`src/rtl/phy_rx_align.sv`:
```
// phy_rx_align: bit-clock serial-to-parallel receiver with comma alignment, sync lock and symbol strobe.
// Optional feature macro RX_REALIGN_EN: re-aligns on a mid-symbol comma while locked.
module phy_rx_align #(
    parameter int WIDTH = 8,
    parameter logic [WIDTH-1:0] COMMA = 8'hBC,
    parameter int SYNC_COUNT = 4
) (
    input  logic             clk_32f,
    input  logic             reset,
    input  logic             data_in,
    output logic [WIDTH-1:0] data_out,
    output logic             valid_out,
    output logic             sym_strobe,
    output logic             active,
    output logic             realign
);
    localparam int BW = $clog2(WIDTH);
    localparam int CW = $clog2(SYNC_COUNT + 1);
    typedef enum logic [1:0] {HUNT, SYNC, LOCKED} state_t;
    state_t state, state_n;
    logic [WIDTH-1:0] sr, s, data_n;
    logic [BW-1:0] bitcnt, bitcnt_n, bitcnt_inc;
    logic [CW-1:0] ccount, ccount_n;
    logic valid_n, strobe_n, active_n, boundary, is_comma;
    assign s = {sr[WIDTH-2:0], data_in};
    assign is_comma = s == COMMA;
    assign boundary = bitcnt == BW'(WIDTH - 1);
    assign bitcnt_inc = boundary ? '0 : bitcnt + 1'b1;
`ifdef RX_REALIGN_EN
    logic realign_n;
    always_ff @(posedge clk_32f)
        realign <= reset ? 1'b0 : realign_n;
`else
    assign realign = 1'b0;
`endif
    always_ff @(posedge clk_32f) begin
        if (reset) begin
            state      <= HUNT;
            sr         <= '0;
            bitcnt     <= '0;
            ccount     <= '0;
            data_out   <= '0;
            valid_out  <= 1'b0;
            sym_strobe <= 1'b0;
            active     <= 1'b0;
        end else begin
            state      <= state_n;
            sr         <= s;
            bitcnt     <= bitcnt_n;
            ccount     <= ccount_n;
            data_out   <= data_n;
            valid_out  <= valid_n;
            sym_strobe <= strobe_n;
            active     <= active_n;
        end
    end
    always_comb begin
        state_n  = state;
        bitcnt_n = bitcnt;
        ccount_n = ccount;
        data_n   = data_out;
        valid_n  = valid_out;
        strobe_n = 1'b0;
        active_n = active;
`ifdef RX_REALIGN_EN
        realign_n = 1'b0;
`endif
        case (state)
            HUNT: begin
                if (is_comma) begin
                    bitcnt_n = '0;
                    ccount_n = CW'(1);
                    state_n  = (SYNC_COUNT == 1) ? LOCKED : SYNC;
                    active_n = SYNC_COUNT == 1;
                end
            end
            SYNC: begin
                bitcnt_n = bitcnt_inc;
                if (boundary && is_comma) begin
                    ccount_n = ccount + 1'b1;
                    if (int'(ccount) + 1 == SYNC_COUNT) begin
                        state_n  = LOCKED;
                        active_n = 1'b1;
                    end
                end else if (boundary) begin
                    state_n  = HUNT;
                    ccount_n = '0;
                end
            end
            LOCKED: begin
                bitcnt_n = bitcnt_inc;
                strobe_n = boundary;
                if (boundary) begin
                    valid_n = !is_comma;
                    data_n  = is_comma ? data_out : s;
                end
`ifdef RX_REALIGN_EN
                else if (is_comma) begin
                    bitcnt_n  = '0;
                    realign_n = 1'b1;
                end
`endif
            end
            default: state_n = HUNT;
        endcase
    end
endmodule

```
`config.mk`:
```
export PLATFORM = sky130hd
export DESIGN_NAME = phy_rx_align
export DESIGN_NICKNAME = d
export VERILOG_FILES = /design/src/rtl/phy_rx_align.sv
export SDC_FILE = /design/constraint.sdc
export NUM_CORES = 1
export LEC_CHECK = 0
export ABC_AREA = 1
export CAP_MARGIN = 20
export CORE_MARGIN = 2
export CORE_UTILIZATION = 53
export DETAILED_ROUTE_END_ITERATION = 10
export PLACE_DENSITY = 0.74
export SLEW_MARGIN = 30
export SYNTH_ARGS = -nofsm -noshare
export SYNTH_HDL_FRONTEND = slang
export SYNTH_SLANG_ARGS = --single-unit
```
`constraint.sdc`:
```
create_clock -name clk_32f -period 1.6 [get_ports clk_32f]
set_input_delay 0.16 -clock clk_32f [delete_from_list [all_inputs] [get_ports clk_32f]]
set_output_delay 0.16 -clock clk_32f [all_outputs]
set_load 0.02 [all_outputs]
```
==> summary.md <==
| Metric | Value |
|---|---|
| Outcome | `complete, no violations` |
| R2r setup slk | `roughly 170 ps` |
| Hold_buf cts | `0` |
| Final WL | `2.03 mm` |
| Logic pwr share | `between 30% and 40%` |
| H-tree level count | `1` |
| NetSw | `519 uW` |
| Post-synthesis cell count | `148` |
| Area grow syn2layout | `16.7%` |
| Vias in the first global route | `863` |
| DPL Wire Length | `1.50 mm` |
| Initial core utilization | `55.4%` |
| DR vias | `911` |
| I/O Pins | `15` |
| Final count of pins violating max slew | `0` |
| CP Data Arrival Time | `around 1300 ps` |
| Seq/Total Area, Yosys | `a little over two fifths` |
| Final setup TNS | `0 ps` |
| Initial antenna violation count | `0` |
| Critical path class | `reg2out` |
| Root buffer cell | `clkbuf_4` |
| Worst R2R Start | `bitcnt[1]` |
| Detailed router's first-iteration violation count | `9` |
| Clock sink count | `26` |
| CTS tree | `built` |
| # DRC | `0` |
| Max Fclk | `686 MHz` |
| Placed Area | `1360 um^2` |
| Post-synth net total | `158` |
| N_diodes | `0` |
| Tmin final | `about 1500 ps` |
| Period utilisation layout | `91.1%` |
| R2R Path End | `data_out[7]` |
| Hold EP | `sr[0]` |
| Crit-path max cell delay | `~600 ps` |
| Final core utilization | `64.6%` |
| Layout cells sized above 1 | `19.8%` |
| Sequential share of power | `between 40% and 50%` |
| Sw Share | `34.3%` |
| Routability cong. | `around 0.8` |
| Synth Register Bits | `26` |
| Clock transition at the registers of the reported paths | `140 ps` |
| Core area | `2170 um^2` |
| Drt pass-1 iters | `4` |
| R2R depth | `8` |
| CP Max Fanout | `2` |
| Routed Antenna Nets | `0` |
| Yosys Warn Count | `0` |
| Power density cells | `1080 nW/um^2` |
| Clock Latency Late Sink | `310 ps` |
| First-pass GRT wire length | `3.52 mm` |
| Total grt overflow | `0` |
| Worst setup SP type | `register` |
| Port Buffer Count | `13` |
| WHS Path Cells | `3` |
| Die width | `approximately 52 um` |
| Post-synth top area cell | `dfxtp_1` |
| CP Cell Sequence | `clkdlybuf4s50_1` |
| CP max stage cell | `clkdlybuf4s50_1` |
| Leak Pwr | `between 0.0005 and 0.0006 uW` |
| Final hold viol count | `0` |
| Synth area leaders | `dfxtp_1 (43%), ha_1 (7.3%), nand2_1 (5.9%), nor2_1 (5.9%), a21oi_1 (5.8%)` |
| Drt via density | `4.79` |
| Largest net degree at the start of global routing | `17` |
| FILL cells | `just under 200` |
| Total of max-cap violations | `0` |
| Peak VDD IR | `0.755 mV` |
| Die area | `~2700 um^2` |
| Buf/Inv on CP | `1` |
| Overall Power | `1510 uW` |
| FF+latch area | `about 520 um^2` |
| Longest Clk Path Bufs | `2` |
| Hold Startpoint | `data_in` |
| Total CTS buffers | `3` |
| Multi-input gate area | `576 um^2` |
| Crit path max-delay family | `buffers and inverters` |
| Final setup violation count | `0` |
| Final net count | `173` |
| GRT Overall Usage | `17.4%` |
| Commonest non-fill, non-tap cell in the layout | `dfxtp_1` |
| Top-area cell type share of the netlist area | `a little over two fifths` |
| Row Count | `17` |
| Hold/Removal Path Class | `in2reg` |
| Skew final | `around 2.1 ps` |
| Most frequent cells in the layout | `dfxtp_1 (25), nor2_1 (19), nand2_1 (18), inv_1 (17), a21oi_1 (14)` |
| Avg Inst Size Synth | `8.12 um^2` |
| Required time worst endpoint | `between 1000 and 1500 ps` |
| Power share of the clock group | `21.4%` |
| Drt wl/cell | `10.7 um` |
| Netlist cell types | `26` |
| Crit. End Element | `primary output` |
| Design area | `~1400 um^2` |
| Pint | `approximately 990 uW` |
| Die height | `51.6 um` |
| Unrepaired setup endpoints after global routing | `no` |
| Post-Syn Area | `1200 um^2` |
worst register-to-register path, cell delays in order, from the launching register on:
cell and delay (ps):
dfxtp_1 380, ha_1 160, ha_1 210, nand2_2 100
a21oi_4 140, buf_12 160, inv_1 60, nor2_1 80
nor2_1 50
layout make-up:
class | count | share of cell area (%)
multi-input cells | 97 | 41.1
flip-flops and latches | 26 | 37.2
repair buffers | 15 | 11.3
inverters | 20 | 5.36
clock buffers | 4 | 2.59
well taps | 28 | 2.50
power groups by stage:
stage                     clock network [uW]  logic (uW)  registers, uW
after floorplan                            0         386            731
after global placement                     0         450            736
after detailed placement                   0         457            739
after CTS                                334         461            724
after global routing                     353         541            734
final                                    323         463            725
state kept, by name (all words and copies together) (netlist names):
signal,flops
active,1
ccount,3
bitcnt,3
sr,7
valid_out,1
state,2
data_out,8
sym_strobe,1
per-stage QoR:
step	setup slack [ps]	hold slack [ps]	std cells
finish	142	400	190
CTS	126	394	190
global route	21.0	408	190
floorplan	291	229	148
global placement	150	437	186
detailed placement	149	439	186
per-layer routing:
layer | global-route usage, % | vias up | wire, um
li1 | - | 490 | -
met1 | 21.8 | 400 | 987
met2 | 29.5 | 17 | 967
met3 | 3.74 | 4 | 49
met4 | 6.14 | 0 | 29
met5 | 0 | - | 0
how the worst max path moves through the flow:
stage	from	endpoint	slack, ps	cells after the start
after detailed placement	bitcnt[0]	data_out[7]	150	8
after global placement	data_in	state[1]	150	9
after global routing	bitcnt[1]	data_out[2]	20	7
final	data_out[4]	data_out[4]	140	1
after CTS	bitcnt[0]	data_out[7]	130	8
after floorplan	bitcnt[0]	data_out[4]	290	7
Yosys cell counts:
| cell | instances |
|---|---|
| buf_2 | 2 |
| buf_4 | 1 |
| inv_1 | 17 |
| a21oi_4 | 1 |
| o31ai_1 | 1 |
| dfxtp_1 | 26 |
| nand2_4 | 2 |
| a21oi_2 | 2 |
| nand4_1 | 2 |
| nand2_1 | 19 |
| nand3_2 | 2 |
| nand2_2 | 5 |
| o21ai_1 | 1 |
| nor2_4 | 3 |
| o21ai_0 | 6 |
| ha_1 | 7 |
| buf_6 | 1 |
| inv_2 | 3 |
| nand3_1 | 5 |
| nor3_1 | 1 |
| nor2_2 | 4 |
| clkbuf_1 | 1 |
| a21oi_1 | 14 |
| conb_1 | 1 |
| o21ai_2 | 2 |
| nor2_1 | 19 |
timing repair:
item	4_1_cts	5_1_grt
buffers inserted	0	0
endpoints found under the setup margin	0	5
resized for setup	0	2
kinds of logic (layout without fill, tap and decap cells):
kind of cell / after synthesis / count (layout) / synth area share, %
AND/OR/NAND/NOR: 62 / 62 / 26.5
AO/OA/AOI/OAI: 27 / 27 / 13.6
flip-flops: 26 / 26 / 43.3
buffers and inverters: 25 / 39 / 8.96
adder cells (fa/ha/maj): 7 / 7 / 7.29
other: 1 / 1 / 0.312
No activity file was read; power rests on OpenSTA's default activity.
